==> src/rtl/soc2_axi_timer.sv <==
`timescale 1ns/1ps
// soc2_axi_timer
// AXI4-lite memory-mapped 32-bit timer for the soc2 system. It has a prescaled
// up-counter that either runs freely or reloads automatically, a compare register
// with a sticky match flag, and a registered level interrupt.
//
// Register map (word offsets, address bits [ADDR_W-1:4] must be zero):
//   0x0 CTRL    : [0] en, [1] irq_en, [2] auto_reload, [15:8] prescale
//   0x4 COUNT   : 32-bit counter, read/write
//   0x8 COMPARE : 32-bit compare value, read/write
//   0xC STATUS  : [0] match, write 1 to clear
//
// Ports:
//   clk, resetn            clock and asynchronous active-low reset
//   s_aw*, s_w*, s_b*      AXI4-lite write address, write data and write response
//   s_ar*, s_r*            AXI4-lite read address and read data
//   timer_irq              registered STATUS.match & CTRL.irq_en
module soc2_axi_timer #(
    parameter int unsigned ADDR_W = 16
) (
    input  logic              clk,
    input  logic              resetn,
    input  logic [ADDR_W-1:0] s_awaddr,
    input  logic              s_awvalid,
    output logic              s_awready,
    input  logic [31:0]       s_wdata,
    input  logic [3:0]        s_wstrb,
    input  logic              s_wvalid,
    output logic              s_wready,
    output logic [1:0]        s_bresp,
    output logic              s_bvalid,
    input  logic              s_bready,
    input  logic [ADDR_W-1:0] s_araddr,
    input  logic              s_arvalid,
    output logic              s_arready,
    output logic [31:0]       s_rdata,
    output logic [1:0]        s_rresp,
    output logic              s_rvalid,
    input  logic              s_rready,
    output logic              timer_irq
);

    typedef enum logic [1:0] {
        REG_CTRL    = 2'd0,
        REG_COUNT   = 2'd1,
        REG_COMPARE = 2'd2,
        REG_STATUS  = 2'd3
    } reg_sel_e;

    localparam logic [1:0] RESP_OKAY   = 2'b00;
    localparam logic [1:0] RESP_SLVERR = 2'b10;

    function automatic logic [31:0] byte_merge(input logic [31:0] old_val,
                                               input logic [31:0] new_val,
                                               input logic [3:0]  strb);
        logic [31:0] res;
        res = old_val;
        for (int unsigned b = 0; b < 4; b++) begin
            if (strb[b]) res[8*b +: 8] = new_val[8*b +: 8];
        end
        return res;
    endfunction

    // Register state
    logic        en;
    logic        irq_en;
    logic        auto_reload;
    logic [7:0]  prescale;
    logic [31:0] count;
    logic [31:0] compare;
    logic        match;
    logic [7:0]  pcnt;
    logic [31:0] ctrl_word;

    // Write channel state
    logic              aw_held;
    logic              w_held;
    logic [ADDR_W-1:0] aw_addr_q;
    logic [31:0]       w_data_q;
    logic [3:0]        w_strb_q;

    logic              aw_fire;
    logic              w_fire;
    logic              wr_commit;
    logic [ADDR_W-1:0] wr_addr;
    logic [31:0]       wr_data;
    logic [3:0]        wr_strb;
    logic              wr_err;
    logic              wr_ok;
    reg_sel_e          wr_sel;
    logic              wr_ctrl;
    logic              wr_count;
    logic              wr_compare;
    logic              wr_clear;
    logic [31:0]       ctrl_new;

    // Read path
    logic              rd_err;
    logic [31:0]       rd_word;

    // Counter path
    logic        tick;
    logic        hit;
    logic [31:0] count_tick;

    assign s_awready = ~aw_held & ~s_bvalid;
    assign s_wready  = ~w_held & ~s_bvalid;
    assign s_arready = ~s_rvalid;

    always_comb begin
        ctrl_word = {16'b0, prescale, 5'b0, auto_reload, irq_en, en};
    end

    // A side captured in an earlier cycle is used from its holding register,
    // otherwise straight from the bus, so the commit happens in the first cycle
    // in which both address and data are available.
    always_comb begin
        aw_fire    = s_awvalid & s_awready;
        w_fire     = s_wvalid & s_wready;
        wr_addr    = aw_held ? aw_addr_q : s_awaddr;
        wr_data    = w_held ? w_data_q : s_wdata;
        wr_strb    = w_held ? w_strb_q : s_wstrb;
        wr_commit  = (aw_held | aw_fire) & (w_held | w_fire);
        wr_err     = |wr_addr[ADDR_W-1:4];
        wr_ok      = wr_commit & ~wr_err;
        wr_sel     = reg_sel_e'(wr_addr[3:2]);
        wr_ctrl    = wr_ok & (wr_sel == REG_CTRL);
        wr_count   = wr_ok & (wr_sel == REG_COUNT);
        wr_compare = wr_ok & (wr_sel == REG_COMPARE);
        wr_clear   = wr_ok & (wr_sel == REG_STATUS) & wr_strb[0] & wr_data[0];
        ctrl_new   = byte_merge(ctrl_word, wr_data, wr_strb);
    end

    always_comb begin
        rd_err  = |s_araddr[ADDR_W-1:4];
        rd_word = '0;
        case (reg_sel_e'(s_araddr[3:2]))
            REG_CTRL:    rd_word = ctrl_word;
            REG_COUNT:   rd_word = count;
            REG_COMPARE: rd_word = compare;
            REG_STATUS:  rd_word = {31'b0, match};
            default:     rd_word = '0;
        endcase
    end

    always_comb begin
        tick       = en & (pcnt == prescale);
        hit        = tick & (count == compare);
        count_tick = count;
        if (tick) count_tick = (hit & auto_reload) ? '0 : count + 32'd1;
    end

    logic unused_bits;
    assign unused_bits = &{1'b0, s_araddr[1:0], wr_addr[1:0], ctrl_new[31:16], ctrl_new[7:3]};

    always_ff @(posedge clk or negedge resetn) begin
        if (!resetn) begin
            aw_held   <= 1'b0;
            w_held    <= 1'b0;
            aw_addr_q <= '0;
            w_data_q  <= '0;
            w_strb_q  <= '0;
            s_bvalid  <= 1'b0;
            s_bresp   <= RESP_OKAY;
        end else if (s_bvalid) begin
            if (s_bready) s_bvalid <= 1'b0;
        end else if (wr_commit) begin
            aw_held  <= 1'b0;
            w_held   <= 1'b0;
            s_bvalid <= 1'b1;
            s_bresp  <= wr_err ? RESP_SLVERR : RESP_OKAY;
        end else begin
            if (aw_fire) begin
                aw_held   <= 1'b1;
                aw_addr_q <= s_awaddr;
            end
            if (w_fire) begin
                w_held   <= 1'b1;
                w_data_q <= s_wdata;
                w_strb_q <= s_wstrb;
            end
        end
    end

    always_ff @(posedge clk or negedge resetn) begin
        if (!resetn) begin
            s_rvalid <= 1'b0;
            s_rdata  <= '0;
            s_rresp  <= RESP_OKAY;
        end else if (s_rvalid) begin
            if (s_rready) s_rvalid <= 1'b0;
        end else if (s_arvalid) begin
            s_rvalid <= 1'b1;
            s_rdata  <= rd_err ? '0 : rd_word;
            s_rresp  <= rd_err ? RESP_SLVERR : RESP_OKAY;
        end
    end

    always_ff @(posedge clk or negedge resetn) begin
        if (!resetn) begin
            en          <= 1'b0;
            irq_en      <= 1'b0;
            auto_reload <= 1'b0;
            prescale    <= '0;
            count       <= '0;
            compare     <= '0;
            match       <= 1'b0;
            pcnt        <= '0;
            timer_irq   <= 1'b0;
        end else begin
            if (!en || tick) pcnt <= '0;
            else             pcnt <= pcnt + 8'd1;

            // Bus write wins over the tick; unstrobed bytes keep the ticked value.
            count <= wr_count ? byte_merge(count_tick, wr_data, wr_strb) : count_tick;

            if (wr_compare) compare <= byte_merge(compare, wr_data, wr_strb);

            if (wr_ctrl) begin
                en          <= ctrl_new[0];
                irq_en      <= ctrl_new[1];
                auto_reload <= ctrl_new[2];
                prescale    <= ctrl_new[15:8];
            end

            // A new match takes priority over a simultaneous write-1-to-clear.
            match     <= hit | (match & ~wr_clear);
            timer_irq <= match & irq_en;
        end
    end

endmodule

==> config.mk <==
export PLATFORM = sky130hd
export DESIGN_NAME = soc2_axi_timer
export DESIGN_NICKNAME = d
export VERILOG_FILES = /design/src/rtl/soc2_axi_timer.sv
export SDC_FILE = /design/constraint.sdc
export NUM_CORES = 1
export LEC_CHECK = 0
export ABC_AREA = 1
export CORE_ASPECT_RATIO = 0.5
export CORE_MARGIN = 2
export CORE_UTILIZATION = 50
export DETAILED_ROUTE_END_ITERATION = 10
export GPL_ROUTABILITY_DRIVEN = 0
export PLACE_DENSITY = 0.73
export SLEW_MARGIN = 40
export SYNTH_ARGS = -nofsm -noshare
export SYNTH_HDL_FRONTEND = slang
export SYNTH_SLANG_ARGS = --single-unit
==> constraint.sdc <==
create_clock -name clk -period 2.6 [get_ports clk]
set_input_delay 0.52 -clock clk [delete_from_list [all_inputs] [get_ports clk]]
set_output_delay 0.52 -clock clk [all_outputs]
set_load 0.01 [all_outputs]
==> flow_metrics.py <==
metrics = {
    "timing": {
        "tightest_slew_ns": 0.610,
        "hold_violations": 0,
        "maxSlewViolCount": 0,
        "setup_viol_count_final": 0,
        "maxSlewHeadroom_pct": 59.1,
        "min_period_over_period_pct": 89.9,
        "fmax_mhz": 428,
        "fin_skew_ns": 0.0145,
        "rsz0062_at_grt": "false",
        "tns_ns": 0,
        "post-route-min-period_ns": 2.34,
        "whs_ns": 0.0163,
    },
    "die": {
        "ios": 117,
        "fp-row-count": 35,
        "die_y_um": 101,
        "core_um2": 18400,
        "die_w_um": 198,
        "die-area_um2": 20000,
        "start_util_pct": 51.0,
    },
    "clock_tree": {
        "cts_inserted_buffers": 17,
        "cts_htree_levels": 4,
        "insertion_delay_ns": 0.44,
        "cts.reportedPaths.clkPinSlew_ns": 0.08,
        "cts_tree": "built",
        "cts-resized-gates": 0,
        "hold_buffers": 0,
        "root_buffer": "clkbuf_16",
        "ctsLongestPathBuffers": 2,
        "cts_setup_buffers": 0,
        "clock_sinks": 173,
    },
    "route": {
        "via_per_inst": 5.32,
        "dr.pass1.iters": 5,
        "drc": 0,
        "routed-via-count": 8870,
        "detail_route.wl_per_cell_um": 15.5,
        "totalWireLength_mm": 25.8,
        "drt_iter0_drc": 750,
        "ant_nets": 0,
    },
    "global_routing": {
        "grt_overflow": 0,
        "grt_pass1_vias": 8333,
        "grt_max_degree": 58,
        "grtUsageTotal_pct": 27.4,
        "grt_first_pass_wirelength_mm": 42.2,
        "antenna_found_initial": 0,
    },
    "synthesis": {
        "ys_seq_area_share_pct": 46.0,
        "synth.avg_cell_area_um2": 7.41,
        "syn-cell-area_um2": 9410,
        "synth_cell_types": 38,
        "synth-edff-count": 0,
        "yosysWarnings": 0,
        "ys_async_sr_fraction_pct": 100,
        "ys_seq_elements": 173,
        "ys.flop_type": "dfrtp_1",
        "syn_inst": 1269,
    },
    "layout": {
        "layout_common_cells": "nand2_1, inv_1, dfrtp_1, o21ai_0, nor2_1",
        "drive_gt1_share_pct": 8.74,
        "area_growth_pct": 23.0,
        "multiInputGateArea_um2": 4190,
        "nets": 1472,
        "fillCellCount": 1610,
        "seqCellArea_um2": 4330,
        "diodes": 0,
        "final_common_cell": "nand2_1",
    },
    "worst_setup_path": {
        "r2r_cells": 12,
        "timing.rr.end": "count[20]$_DFF_PN0_",
        "r2r_slack_ns": 0.26,
        "reg2reg_from": "count[0]$_DFF_PN0_",
        "crit_type": "flop to flop",
        "crit_fanout": 4,
        "crit_arrival_ns": 2.67,
        "cp.required_ns": 2.93,
        "endpoint_kind": "flop",
        "crit_path_start_kind": "flop",
    },
    "place": {
        "dp.final_hpwl_mm": 19.5,
        "numPortBuffers": 110,
    },
    "outcome": {
        "status": "finished, final reports clean",
    },
    "power": {
        "leakage_nw": 5.66,
        "power_density_nw_per_um2": 694,
        "peakVddDrop_mv": 0.368,
    },
    "worst_hold_path": {
        "hold_class": "input port to asynchronous set/reset pin",
    },
    "job": {
        "max_cap_viol_count": 0,
    },
}
[worst max-delay path, stage by stage (launching register included)]
cell     delay [ns]
dfrtp_1        0.36
ha_1           0.20
nand3_1        0.14
nor2_1         0.29
nand3_1        0.23
nor2_1         0.33
inv_1          0.11
nor2_1         0.25
nand2_1        0.08
nand2_1        0.07
inv_1          0.04
nand3_1        0.05
nand2_1        0.07
[worst max-delay path by stage]
stage / slack, ns / depth (start not counted) / from / end
4_1_cts: 0.32 / 12 / count[0]$_DFF_PN0_ / count[20]$_DFF_PN0_
2_1_floorplan: 0.62 / 9 / s_awvalid / compare[21]$_DFFE_PN0P_
3_3_place_gp: 0.11 / 9 / s_awvalid / count[13]$_DFF_PN0_
6_report: 0.26 / 12 / count[0]$_DFF_PN0_ / count[20]$_DFF_PN0_
3_5_place_dp: 0.04 / 9 / s_awvalid / count[13]$_DFF_PN0_
5_1_grt: 0.02 / 12 / count[0]$_DFF_PN0_ / count[20]$_DFF_PN0_
[where the power goes]
group / internal, mW / switching [mW] / total, mW
sequential: 3.14 / 0.280 / 3.42
clock: 1.28 / 1.25 / 2.53
combinational: 0.781 / 1.29 / 2.08
total: 5.20 / 2.83 / 8.02
[sequential cells by signal, summed over array words and instances (netlist names), 4 cells and up]
register,count
compare,32
count,32
s_rdata,32
w_data_q,32
aw_addr_q,14
pcnt,8
prescale,8
w_strb_q,4
[Yosys cell counts, types with 3 or more instances]
library cell | n | area share, %
nand2_1 | 376 | 15
inv_1 | 179 | 7.1
dfrtp_1 | 173 | 46
o21ai_0 | 118 | 6.3
nor2_1 | 116 | 4.6
nand3_1 | 46 | 2.4
nand4_1 | 36 | 2.4
clkbuf_1 | 35 | 1.4
o22ai_1 | 24 | 1.6
a22o_1 | 23 | 2.1
a21oi_1 | 19 | 1.0
a21oi_2 | 16 | 1.5
o21ai_1 | 16 | 0.85
nor3_1 | 15 | 0.80
xor2_1 | 14 | 1.3
mux2_2 | 7 | 0.84
o21ai_2 | 7 | 0.65
inv_2 | 5 | 0.20
nor2_2 | 5 | 0.33
buf_6 | 4 | 0.48
nand2_4 | 4 | 0.48
nor3b_1 | 4 | 0.32
or2_1 | 3 | 0.20
[stage by stage]
stage	utilization (%)	setup slack [ns]	cell area [um2]	std cells	power [mW]
floorplan	-	0.618	9410	1270	4.69
global placement	59.6	0.115	11000	1635	5.44
finish	62.7	0.262	11600	1667	8.02
detailed placement	59.6	0.0432	11000	1635	5.53
CTS	62.7	0.321	11600	1667	8.05
global route	62.7	0.0240	11600	1667	8.50
[cell type report]
type / count / share of cell area, %
Inverter: 184 / 5.97
Clock inverter: 15 / 1.28
Clock buffer: 17 / 3.68
Multi-Input combinational cell: 870 / 36.2
Tap cell: 259 / 2.80
Timing Repair Buffer: 149 / 12.6
Sequential cell: 173 / 37.4
[cell families (layout without fill, tap and decap cells)]
logic type,Yosys count,after routing,share of synthesized area (%)
other cells,1,2,0.0399
mux,7,7,0.838
buf+inv,227,365,9.46
simple gates,614,614,27.3
flops,173,173,46.0
fa+ha+maj,2,2,0.266
xor+xnor,16,16,1.49
compound gates,229,229,14.5
[metal layers]
layer / share of wire, % / wire length, um / track usage [%] / vias to the layer above
met5: 0 / 0 / 0 / -
met4: 2.6 / 675 / 9.08 / 0
met3: 8.5 / 2190 / 7.33 / 57
met2: 43 / 11200 / 42.2 / 308
met1: 45 / 11800 / 37.7 / 4173
li1: - / - / - / 4332
No activity file was read; power rests on OpenSTA's default activity.
